File: src/rtl/c2f_consumer_arbiter_if.sv
// ---------------------------------------------------------------------------
// c2f_consumer_arbiter_if
//   Bundles the signals between the C2F chunk-ring arbiter, the transceiver's
//   C2F buffer and the two chunk consumers.
//
//   Ring side   : wrPtr_in, rdPtr_out, rdOffset_out, rdData_in
//   Consumers   : enable_in, c{0,1}WrPtr_out, c{0,1}RdPtr_out, c{0,1}DtAck_in,
//                 c{0,1}RdOffset_in, c{0,1}RdData_out
//   Status      : grant_out, retired_out, protoErr_out
//
//   modport master : the arbiter (drives every *_out signal)
//   modport slave  : the surrounding logic (drives every *_in signal)
// ---------------------------------------------------------------------------
interface c2f_consumer_arbiter_if #(
    parameter int PTR_W  = 2,
    parameter int OFF_W  = 4,
    parameter int DATA_W = 64
);
    // Ring (transceiver C2F buffer) side
    logic [PTR_W-1:0]  wrPtr_in;
    logic [PTR_W-1:0]  rdPtr_out;
    logic [OFF_W-1:0]  rdOffset_out;
    logic [DATA_W-1:0] rdData_in;

    // Consumer side
    logic [1:0]        enable_in;
    logic [PTR_W-1:0]  c0WrPtr_out;
    logic [PTR_W-1:0]  c1WrPtr_out;
    logic [PTR_W-1:0]  c0RdPtr_out;
    logic [PTR_W-1:0]  c1RdPtr_out;
    logic              c0DtAck_in;
    logic              c1DtAck_in;
    logic [OFF_W-1:0]  c0RdOffset_in;
    logic [OFF_W-1:0]  c1RdOffset_in;
    logic [DATA_W-1:0] c0RdData_out;
    logic [DATA_W-1:0] c1RdData_out;

    // Status
    logic [1:0]        grant_out;
    logic [31:0]       retired_out;
    logic              protoErr_out;

    modport master (
        input  wrPtr_in, rdData_in, enable_in,
               c0DtAck_in, c1DtAck_in, c0RdOffset_in, c1RdOffset_in,
        output rdPtr_out, rdOffset_out,
               c0WrPtr_out, c1WrPtr_out, c0RdPtr_out, c1RdPtr_out,
               c0RdData_out, c1RdData_out,
               grant_out, retired_out, protoErr_out
    );

    modport slave (
        output wrPtr_in, rdData_in, enable_in,
               c0DtAck_in, c1DtAck_in, c0RdOffset_in, c1RdOffset_in,
        input  rdPtr_out, rdOffset_out,
               c0WrPtr_out, c1WrPtr_out, c0RdPtr_out, c1RdPtr_out,
               c0RdData_out, c1RdData_out,
               grant_out, retired_out, protoErr_out
    );
endinterface

File: src/rtl/c2f_consumer_arbiter.sv
// ---------------------------------------------------------------------------
// c2f_consumer_arbiter
//   Shares the single host-to-FPGA chunk ring between two consumers. Whole
//   chunks are granted round-robin, one consumer at a time; the block owns
//   the ring read pointer and advances it when the granted consumer
//   acknowledges its chunk.
//
//   sysClk_in   : system clock, rising edge
//   sysRstN_in  : asynchronous active-low reset
//   arbIf       : ring, consumer and status signals (master modport)
// ---------------------------------------------------------------------------
module c2f_consumer_arbiter #(
    parameter int PTR_W  = 2,
    parameter int OFF_W  = 4,
    parameter int DATA_W = 64
) (
    input  logic                    sysClk_in,
    input  logic                    sysRstN_in,
    c2f_consumer_arbiter_if.master  arbIf
);

    typedef enum logic { S_IDLE, S_GRANT } state_t;

    state_t            state, stateNxt;
    logic              grantSel, grantSelNxt;   // 0: consumer 0, 1: consumer 1
    logic              prioSel, prioSelNxt;     // preferred consumer when both enabled
    logic [PTR_W-1:0]  rdPtr, rdPtrNxt;
    logic [31:0]       retired, retiredNxt;
    logic              protoErr, protoErrNxt;

    logic              granted;
    logic              ackGranted;
    logic              ackOther;
    logic [OFF_W-1:0]  grantedOffset;
    logic [DATA_W-1:0] rdDataBcast;

    assign granted    = (state == S_GRANT);
    assign ackGranted = grantSel ? arbIf.c1DtAck_in : arbIf.c0DtAck_in;
    assign ackOther   = grantSel ? arbIf.c0DtAck_in : arbIf.c1DtAck_in;

    // NOTE: every register resets asynchronously so that a reset mid-chunk
    // drops the grant at once; rdPtr returns to 0 and the chunk is re-granted.
    always_ff @(posedge sysClk_in or negedge sysRstN_in) begin
        if (!sysRstN_in) begin
            state    <= S_IDLE;
            grantSel <= 1'b0;
            prioSel  <= 1'b0;
            rdPtr    <= '0;
            retired  <= '0;
            protoErr <= 1'b0;
        end else begin
            // NOTE: non-blocking assignments so every register samples the
            // pre-edge values computed by the combinational block below.
            state    <= stateNxt;
            grantSel <= grantSelNxt;
            prioSel  <= prioSelNxt;
            rdPtr    <= rdPtrNxt;
            retired  <= retiredNxt;
            protoErr <= protoErrNxt;
        end
    end

    always_comb begin
        // NOTE: hold-current defaults first, so no path leaves a value
        // unassigned and no latch is inferred.
        stateNxt    = state;
        grantSelNxt = grantSel;
        prioSelNxt  = prioSel;
        rdPtrNxt    = rdPtr;
        retiredNxt  = retired;
        protoErrNxt = protoErr;

        case (state)
            S_IDLE: begin
                // Nobody owns a chunk, so any acknowledge is a protocol error.
                if (arbIf.c0DtAck_in || arbIf.c1DtAck_in) begin
                    protoErrNxt = 1'b1;
                end
                if ((arbIf.wrPtr_in != rdPtr) && (arbIf.enable_in != 2'b00)) begin
                    stateNxt    = S_GRANT;
                    grantSelNxt = (arbIf.enable_in == 2'b11) ? prioSel
                                                             : arbIf.enable_in[1];
                end
            end
            S_GRANT: begin
                if (ackOther) begin
                    protoErrNxt = 1'b1;
                end
                // enable_in is deliberately ignored here: a grant runs until
                // its own acknowledge.
                if (ackGranted) begin
                    rdPtrNxt   = rdPtr + PTR_W'(1);
                    retiredNxt = retired + 32'd1;
                    prioSelNxt = ~grantSel;
                    stateNxt   = S_IDLE;
                end
            end
            default: stateNxt = S_IDLE;
        endcase
    end

    // Only the granted consumer sees the live write pointer; everyone else
    // sees wrPtr == rdPtr, i.e. an empty ring.
    assign arbIf.c0WrPtr_out = (granted && !grantSel) ? arbIf.wrPtr_in : rdPtr;
    assign arbIf.c1WrPtr_out = (granted &&  grantSel) ? arbIf.wrPtr_in : rdPtr;
    assign arbIf.c0RdPtr_out = rdPtr;
    assign arbIf.c1RdPtr_out = rdPtr;

    // Read address passes straight through from the owner: no added latency.
    assign grantedOffset      = grantSel ? arbIf.c1RdOffset_in : arbIf.c0RdOffset_in;
    assign arbIf.rdOffset_out = granted ? grantedOffset : '0;

    assign rdDataBcast        = arbIf.rdData_in;
    assign arbIf.c0RdData_out = rdDataBcast;
    assign arbIf.c1RdData_out = rdDataBcast;

    assign arbIf.rdPtr_out    = rdPtr;
    assign arbIf.grant_out    = granted ? (grantSel ? 2'b10 : 2'b01) : 2'b00;
    assign arbIf.retired_out  = retired;
    assign arbIf.protoErr_out = protoErr;

endmodule

File: src/flat_wrapper.sv
// flat-port wrapper written by rule: the top's interface ports become plain ports
module c2f_consumer_arbiter_flat 
#(
    parameter int PTR_W  = 2,
    parameter int OFF_W  = 4,
    parameter int DATA_W = 64
)
  (sysClk_in, sysRstN_in, arbIf_wrPtr_in, arbIf_rdData_in, arbIf_enable_in, arbIf_c0DtAck_in, arbIf_c1DtAck_in, arbIf_c0RdOffset_in, arbIf_c1RdOffset_in, arbIf_rdPtr_out, arbIf_rdOffset_out, arbIf_c0WrPtr_out, arbIf_c1WrPtr_out, arbIf_c0RdPtr_out, arbIf_c1RdPtr_out, arbIf_c0RdData_out, arbIf_c1RdData_out, arbIf_grant_out, arbIf_retired_out, arbIf_protoErr_out);
  c2f_consumer_arbiter_if #(.PTR_W(PTR_W), .OFF_W(OFF_W), .DATA_W(DATA_W)) arbIf_i ();
  input  logic sysClk_in;
  input  logic sysRstN_in;
  input wire logic [$bits(arbIf_i.wrPtr_in)-1:0] arbIf_wrPtr_in;
  input wire logic [$bits(arbIf_i.rdData_in)-1:0] arbIf_rdData_in;
  input wire logic [$bits(arbIf_i.enable_in)-1:0] arbIf_enable_in;
  input wire logic [$bits(arbIf_i.c0DtAck_in)-1:0] arbIf_c0DtAck_in;
  input wire logic [$bits(arbIf_i.c1DtAck_in)-1:0] arbIf_c1DtAck_in;
  input wire logic [$bits(arbIf_i.c0RdOffset_in)-1:0] arbIf_c0RdOffset_in;
  input wire logic [$bits(arbIf_i.c1RdOffset_in)-1:0] arbIf_c1RdOffset_in;
  output wire logic [$bits(arbIf_i.rdPtr_out)-1:0] arbIf_rdPtr_out;
  output wire logic [$bits(arbIf_i.rdOffset_out)-1:0] arbIf_rdOffset_out;
  output wire logic [$bits(arbIf_i.c0WrPtr_out)-1:0] arbIf_c0WrPtr_out;
  output wire logic [$bits(arbIf_i.c1WrPtr_out)-1:0] arbIf_c1WrPtr_out;
  output wire logic [$bits(arbIf_i.c0RdPtr_out)-1:0] arbIf_c0RdPtr_out;
  output wire logic [$bits(arbIf_i.c1RdPtr_out)-1:0] arbIf_c1RdPtr_out;
  output wire logic [$bits(arbIf_i.c0RdData_out)-1:0] arbIf_c0RdData_out;
  output wire logic [$bits(arbIf_i.c1RdData_out)-1:0] arbIf_c1RdData_out;
  output wire logic [$bits(arbIf_i.grant_out)-1:0] arbIf_grant_out;
  output wire logic [$bits(arbIf_i.retired_out)-1:0] arbIf_retired_out;
  output wire logic [$bits(arbIf_i.protoErr_out)-1:0] arbIf_protoErr_out;
  assign arbIf_i.wrPtr_in = arbIf_wrPtr_in;
  assign arbIf_i.rdData_in = arbIf_rdData_in;
  assign arbIf_i.enable_in = arbIf_enable_in;
  assign arbIf_i.c0DtAck_in = arbIf_c0DtAck_in;
  assign arbIf_i.c1DtAck_in = arbIf_c1DtAck_in;
  assign arbIf_i.c0RdOffset_in = arbIf_c0RdOffset_in;
  assign arbIf_i.c1RdOffset_in = arbIf_c1RdOffset_in;
  assign arbIf_rdPtr_out = arbIf_i.rdPtr_out;
  assign arbIf_rdOffset_out = arbIf_i.rdOffset_out;
  assign arbIf_c0WrPtr_out = arbIf_i.c0WrPtr_out;
  assign arbIf_c1WrPtr_out = arbIf_i.c1WrPtr_out;
  assign arbIf_c0RdPtr_out = arbIf_i.c0RdPtr_out;
  assign arbIf_c1RdPtr_out = arbIf_i.c1RdPtr_out;
  assign arbIf_c0RdData_out = arbIf_i.c0RdData_out;
  assign arbIf_c1RdData_out = arbIf_i.c1RdData_out;
  assign arbIf_grant_out = arbIf_i.grant_out;
  assign arbIf_retired_out = arbIf_i.retired_out;
  assign arbIf_protoErr_out = arbIf_i.protoErr_out;
  c2f_consumer_arbiter #(.PTR_W(PTR_W), .OFF_W(OFF_W), .DATA_W(DATA_W)) u_core (.sysClk_in(sysClk_in), .sysRstN_in(sysRstN_in), .arbIf(arbIf_i));
endmodule
File: config.mk
export PLATFORM = sky130hd
export DESIGN_NAME = c2f_consumer_arbiter_flat
export DESIGN_NICKNAME = d
export VERILOG_FILES = /design/src/rtl/c2f_consumer_arbiter_if.sv /design/src/rtl/c2f_consumer_arbiter.sv /design/src/flat_wrapper.sv
export SDC_FILE = /design/constraint.sdc
export NUM_CORES = 1
export LEC_CHECK = 0
export ABC_AREA = 1
export CAP_MARGIN = 15
export CELL_PAD_IN_SITES_DETAIL_PLACEMENT = 1
export CELL_PAD_IN_SITES_GLOBAL_PLACEMENT = 1
export CORE_MARGIN = 4
export CORE_UTILIZATION = 22
export DETAILED_ROUTE_END_ITERATION = 6
export PLACE_DENSITY_LB_ADDON = 0.08
export SLEW_MARGIN = 20
export SYNTH_ARGS = -nofsm -noshare
export SYNTH_HDL_FRONTEND = slang
export SYNTH_SLANG_ARGS = --single-unit
File: constraint.sdc
create_clock -name sysClk_in -period 1.7 [get_ports sysClk_in]
set_input_delay 0.34 -clock sysClk_in [delete_from_list [all_inputs] [get_ports sysClk_in]]
set_output_delay 0.34 -clock sysClk_in [all_outputs]
set_load 0.01 [all_outputs]
Word level (Yosys, flattened, before mapping)
Cells that the tools add are included.
{ "op_classes": {"mux": 15, "eq_ne": 4, "reduce_logical": 9, "add_sub_neg": 2, "bitwise_logic": 2} }
{ "ops": {"columns": ["op", "n"], "rows": [
  ["32-bit by 1-bit adder with 32-bit output, second input constant", 1],
  ["2-bit two-way mux", 4],
  ["4-bit two-way mux", 2],
  ["1-bit two-way mux", 7],
  ["2-bit AND reduction", 3],
  ["1-bit case mux with 2 select lines", 2],
  ["1-bit logical AND", 3],
  ["2-bit by 1-bit adder with 2-bit output, second input constant", 1],
  ["2-bit equality test, second input constant", 1],
  ["2-bit by 1-bit inequality test with 1-bit output, second input constant", 1],
  ["2-bit inequality test", 1],
  ["2-bit inequality test, second input constant", 1],
  ["1-bit NOT", 2],
  ["2-bit nonzero test", 1],
  ["1-bit logical NOT", 1],
  ["1-bit logical OR", 1]
]} }
{ "word_totals": {"ff_bits": 38, "wordCells": 38} }

Depth between registers and ports, before layout
{ "logic_depth": {"word_depth": 4, "ltp_mapped": 9, "depth_no_buf": 9} }

Least setup slack after synthesis
OpenSTA, ideal clock, no wires.
{ "synth_path": {"path_kind": "register -> output", "startpoint": "register u_core.state (netlist: u_core.granted)", "endpoint": "output arbIf_c0WrPtr_out[0]", "path_buffers": 0, "t_required_ns": 1.360, "setup_slack_ns": 0.180, "t_arrival_ns": 1.180, "stages_incl_launch_ff": 5, "path_cell_list": "dfrtp_1 > inv_1 > nor2_1 > nor2_1 > a21oi_1"} }
{ "synth_via": {"elab_chain_len": 2} }
{ "synth_rtl": {"columns": ["element", "line_no", "rtl"], "rows": [
  ["start, declared", "c2f_consumer_arbiter.sv:24", "state_t state, stateNxt;"],
  ["start signal, assigned", "c2f_consumer_arbiter.sv:54", "state <= stateNxt;"],
  ["1-bit logical AND", "c2f_consumer_arbiter.sv:104", "assign arbIf.c0WrPtr_out = (granted && !grantSel) ? arbIf.wrPtr_in : rdPtr;"],
  ["2-bit two-way mux", "c2f_consumer_arbiter.sv:104", null],
  ["end, declared", "flat_wrapper.sv:21", "output wire logic [$bits(arbIf_i.c0WrPtr_out)-1:0] arbIf_c0WrPtr_out;"]
]} }
Every way passes these cells.

Final worst setup path
{ "layout_path": {"startpoint": "register u_core.state (netlist: u_core.granted)", "endpoint": "output arbIf_c0WrPtr_out[1]"} }
Same word-level chain as after synthesis.

==> impl_metrics.py <==
metrics = {
    "outcome": {
        "status": "finished, violations left",
        "violations": "setup timing",
    },
    "floorplanning": {
        "dieWidth_um": 127,
        "rows": 43,
        "placeableCoreArea_um2": 13900,
        "pin_count": 257,
        "die_area_um2": 16200,
        "dieHeight_um": 127,
        "initial_core_util_pct": 22.5,
    },
    "yosys": {
        "synth_ff_type": "dfrtp_1",
        "synth_area_leaders": "buf_4, dfrtp_1, nand2_1",
        "async_reset_ff_share_pct": 100,
        "synthesis.area_um2": 3140,
        "ys_types": 26,
        "synth_area_per_cell_um2": 7.85,
        "synth_fa_ha_area_share_pct": 0.399,
        "synth_top_family_by_area": "buffers and inverters",
        "synth_most_common_cell": "buf_4",
        "synth_simple_gate_area_share_pct": 24.0,
        "yosys-top-cells-count": "buf_4, nand2_1, dfrtp_1, nor2_1, inv_1",
        "synth_largest_area_cell": "buf_4",
        "syn-num-nets": 481,
        "yosysTopAreaCellShare_pct": 31.6,
        "yosysSeqAreaShare_pct": 30.3,
        "ys_warn_count": 0,
        "synth_cells": 400,
        "synth_seq_cells": 38,
        "synth_xor_area_share_pct": 6.70,
        "synth-compound-area-share_pct": 3.11,
        "synth_edf_count": 0,
        "synth_mux_area_share_pct": 0,
    },
    "detailed_routing": {
        "drc": 0,
        "vias_per_cell": 3.93,
        "drt_iter0_drc": 51,
        "via_count": 2209,
        "ant_nets": 0,
        "drt_wl_total_um": 8350,
        "wl_per_cell_um": 14.8,
        "drt_first_pass_iters": 4,
    },
    "power_and_ir_drop": {
        "comb_power_share_pct": 47.0,
        "peakVddDrop_mv": 0.315,
        "swShare_pct": 34.7,
        "p_int_mw": 2.53,
        "p_total_mw": 3.88,
        "p_leak_nw": 1.66,
        "p_switching_mw": 1.34,
        "p_per_area_nw_per_um2": 1100,
        "clock_power_share_pct": 23.2,
        "pwr-share-seq_pct": 29.9,
    },
    "placed_design": {
        "placed_cells": 541,
        "placed_cell_area_um2": 3240,
        "routabilityCongestion": 0.723,
        "post-dp-hpwl_um": 6620,
        "port_buffers": 64,
    },
    "grt": {
        "grt_max_degree": 27,
        "grt_pass1_vias": 2295,
        "grt_first_pass_wirelength_um": 12900,
        "antenna_found_initial": 0,
        "grt.total_usage_pct": 10.2,
        "overflow": 0,
    },
    "cts": {
        "cts_inserted_buffers": 5,
        "clockBufferDepth": 2,
        "root_buffer": "clkbuf_16",
        "cts.clk_slew.worst_paths_ps": 60,
        "insertion_delay_ps": 290,
        "ctsHtreeMaxLevel": 2,
        "cts.sinks": 38,
        "cts_tree": "done",
    },
    "finish": {
        "postLayoutCoreUtil_pct": 25.4,
        "stdcell_area_um2": 3540,
        "nets": 463,
        "layout-drive-gt1-share_pct": 25.1,
        "area.growth.synth_to_final_pct": 12.8,
        "diodes": 0,
        "fin_cells": 562,
    },
    "timing": {
        "hold_viol_final": 0,
        "skew_ps": 7.01,
        "finalMaxSlewViolations": 0,
        "max_slew_margin_pct": 74.6,
        "min_period_ps": 1710,
        "rsz0062_at_grt": "true",
        "timing.hold.ws_ps": 488,
        "fmax_mhz": 584,
        "setup_ws_ps": -11.6,
        "setup_violations": 1,
        "fin_crit_sh_pct": 101,
        "worstMarginPinSlew_ps": 381,
    },
    "critical_path": {
        "path_cells": "inv_2, nor2_4, buf_6, nand2_2, o21ai_1, buf_2",
        "path_max_fanout": 5,
        "cp.required_ps": 1360,
        "slowest_delay_ps": 390,
        "cp-start-kind": "flop",
        "critPathCaptureType": "output pin",
        "critPathKind": "flop to output pin",
        "arrival_ps": 1370,
        "cpMaxStageDelayCell": "dfrtp_1",
    },
    "min_path": {
        "hold_path_class": "input port to asynchronous set/reset pin",
    },
    "job": {
        "maxCapViolCount": 0,
    },
}
## power groups by stage
| stage | registers, mW | logic [mW] | clock network (mW) |
|---|---|---|---|
| floorplan | 1.24 | 1.01 | 0 |
| global placement | 1.17 | 1.71 | 0 |
| detailed placement | 1.18 | 1.71 | 0 |
| CTS | 1.15 | 1.79 | 0.957 |
| global route | 1.18 | 1.99 | 0.990 |
| finish | 1.16 | 1.82 | 0.898 |
## cell usage in the layout (no fill, tap or decap), types with 4 or more instances in the layout
master           synthesis  final
nand4_1                  9      9
a22o_1                   4      4
o21ai_0                  8      6
clkdlybuf4s50_1          0     51
nor2_2                   1      5
buf_4                  132     38
nand3b_1                 4      4
xnor2_1                 16     16
xor2_1                   8      8
dfrtp_1                 38     29
buf_2                    0      8
nand2_2                  2      6
nor2_4                   1      4
nand3_1                 14     13
clkbuf_16                0      5
nor2_1                  30     23
nand2_1                 89     83
dfrtp_2                  0      9
inv_1                   27     25
## logic make-up after synthesis
group           Yosys count
compound gates           16
fa+ha+maj                 1
simple gates            159
flops                    38
xor+xnor                 24
buf+inv                 162
## flip-flops by register name, summed over array words and instances (netlist names)
| signal | cells |
|---|---|
| u_core.arbIf.retired_out | 32 |
| u_core.arbIf.c0RdPtr_out | 2 |
| u_core.arbIf.protoErr_out | 1 |
| u_core.grantSel | 1 |
| u_core.granted | 1 |
| u_core.prioSel | 1 |
## critical path, delay by kind of cell (launching register included)
kind	cells	cell delay, ps
simple gates	2	230
flops	1	390
buf+inv	3	390
compound gates	1	80
## area by class of cell
cell class / count / area (µm²)
Sequential cell: 38 / 962
Inverter: 29 / 111
Tap cell: 180 / 225
Timing Repair Buffer: 108 / 963
Clock buffer: 7 / 133
Multi-Input combinational cell: 200 / 1140
Fill cell: 1654 / 10400
## path summary, 6_finish.rpt
kind / depth (start not counted) / startpoint / slack, ps / to
min: 2 / sysRstN_in / 490 / u_core.arbIf.retired_out[23]$_DFFE_PN0P_
max reg2reg: 9 / u_core.grantSel$_DFFE_PN0P_ / 60 / u_core.arbIf.retired_out[25]$_DFFE_PN0P_
max in group asynchronous: 3 / sysRstN_in / 700 / u_core.arbIf.retired_out[26]$_DFFE_PN0P_
min in group sysClk_in: 2 / u_core.prioSel$_DFFE_PN0P_ / 490 / u_core.prioSel$_DFFE_PN0P_
min reg2reg: 2 / u_core.prioSel$_DFFE_PN0P_ / 490 / u_core.prioSel$_DFFE_PN0P_
max: 6 / u_core.granted$_DFF_PN0_ / -10 / arbIf_c0WrPtr_out[1]
## through the flow
step / TNS, ps / worst slack [ps]
floorplan: 0 / 180
global placement: -4220 / -209
detailed placement: -4070 / -231
CTS: -158 / -52.8
global route: -392 / -74.1
finish: -11.6 / -11.6
## routing by layer
metal,vias up,share of wire (%),global-route usage [%]
met5,-,0,0
met4,0,1.2,3.15
met3,15,6.4,3.05
met2,75,49,17.2
met1,1046,44,12.6
li1,1073,-,-
## what timing repair did
action | in CTS | in global routing
endpoints found under the hold margin | 12 | 0
setup endpoints to repair | 17 | 37
pin swaps | 1 | 7
hold buffers | 1 | 0
resized for setup | 40 | 36
setup buffers | 10 | 4
Power figures use the tool's default switching activity.
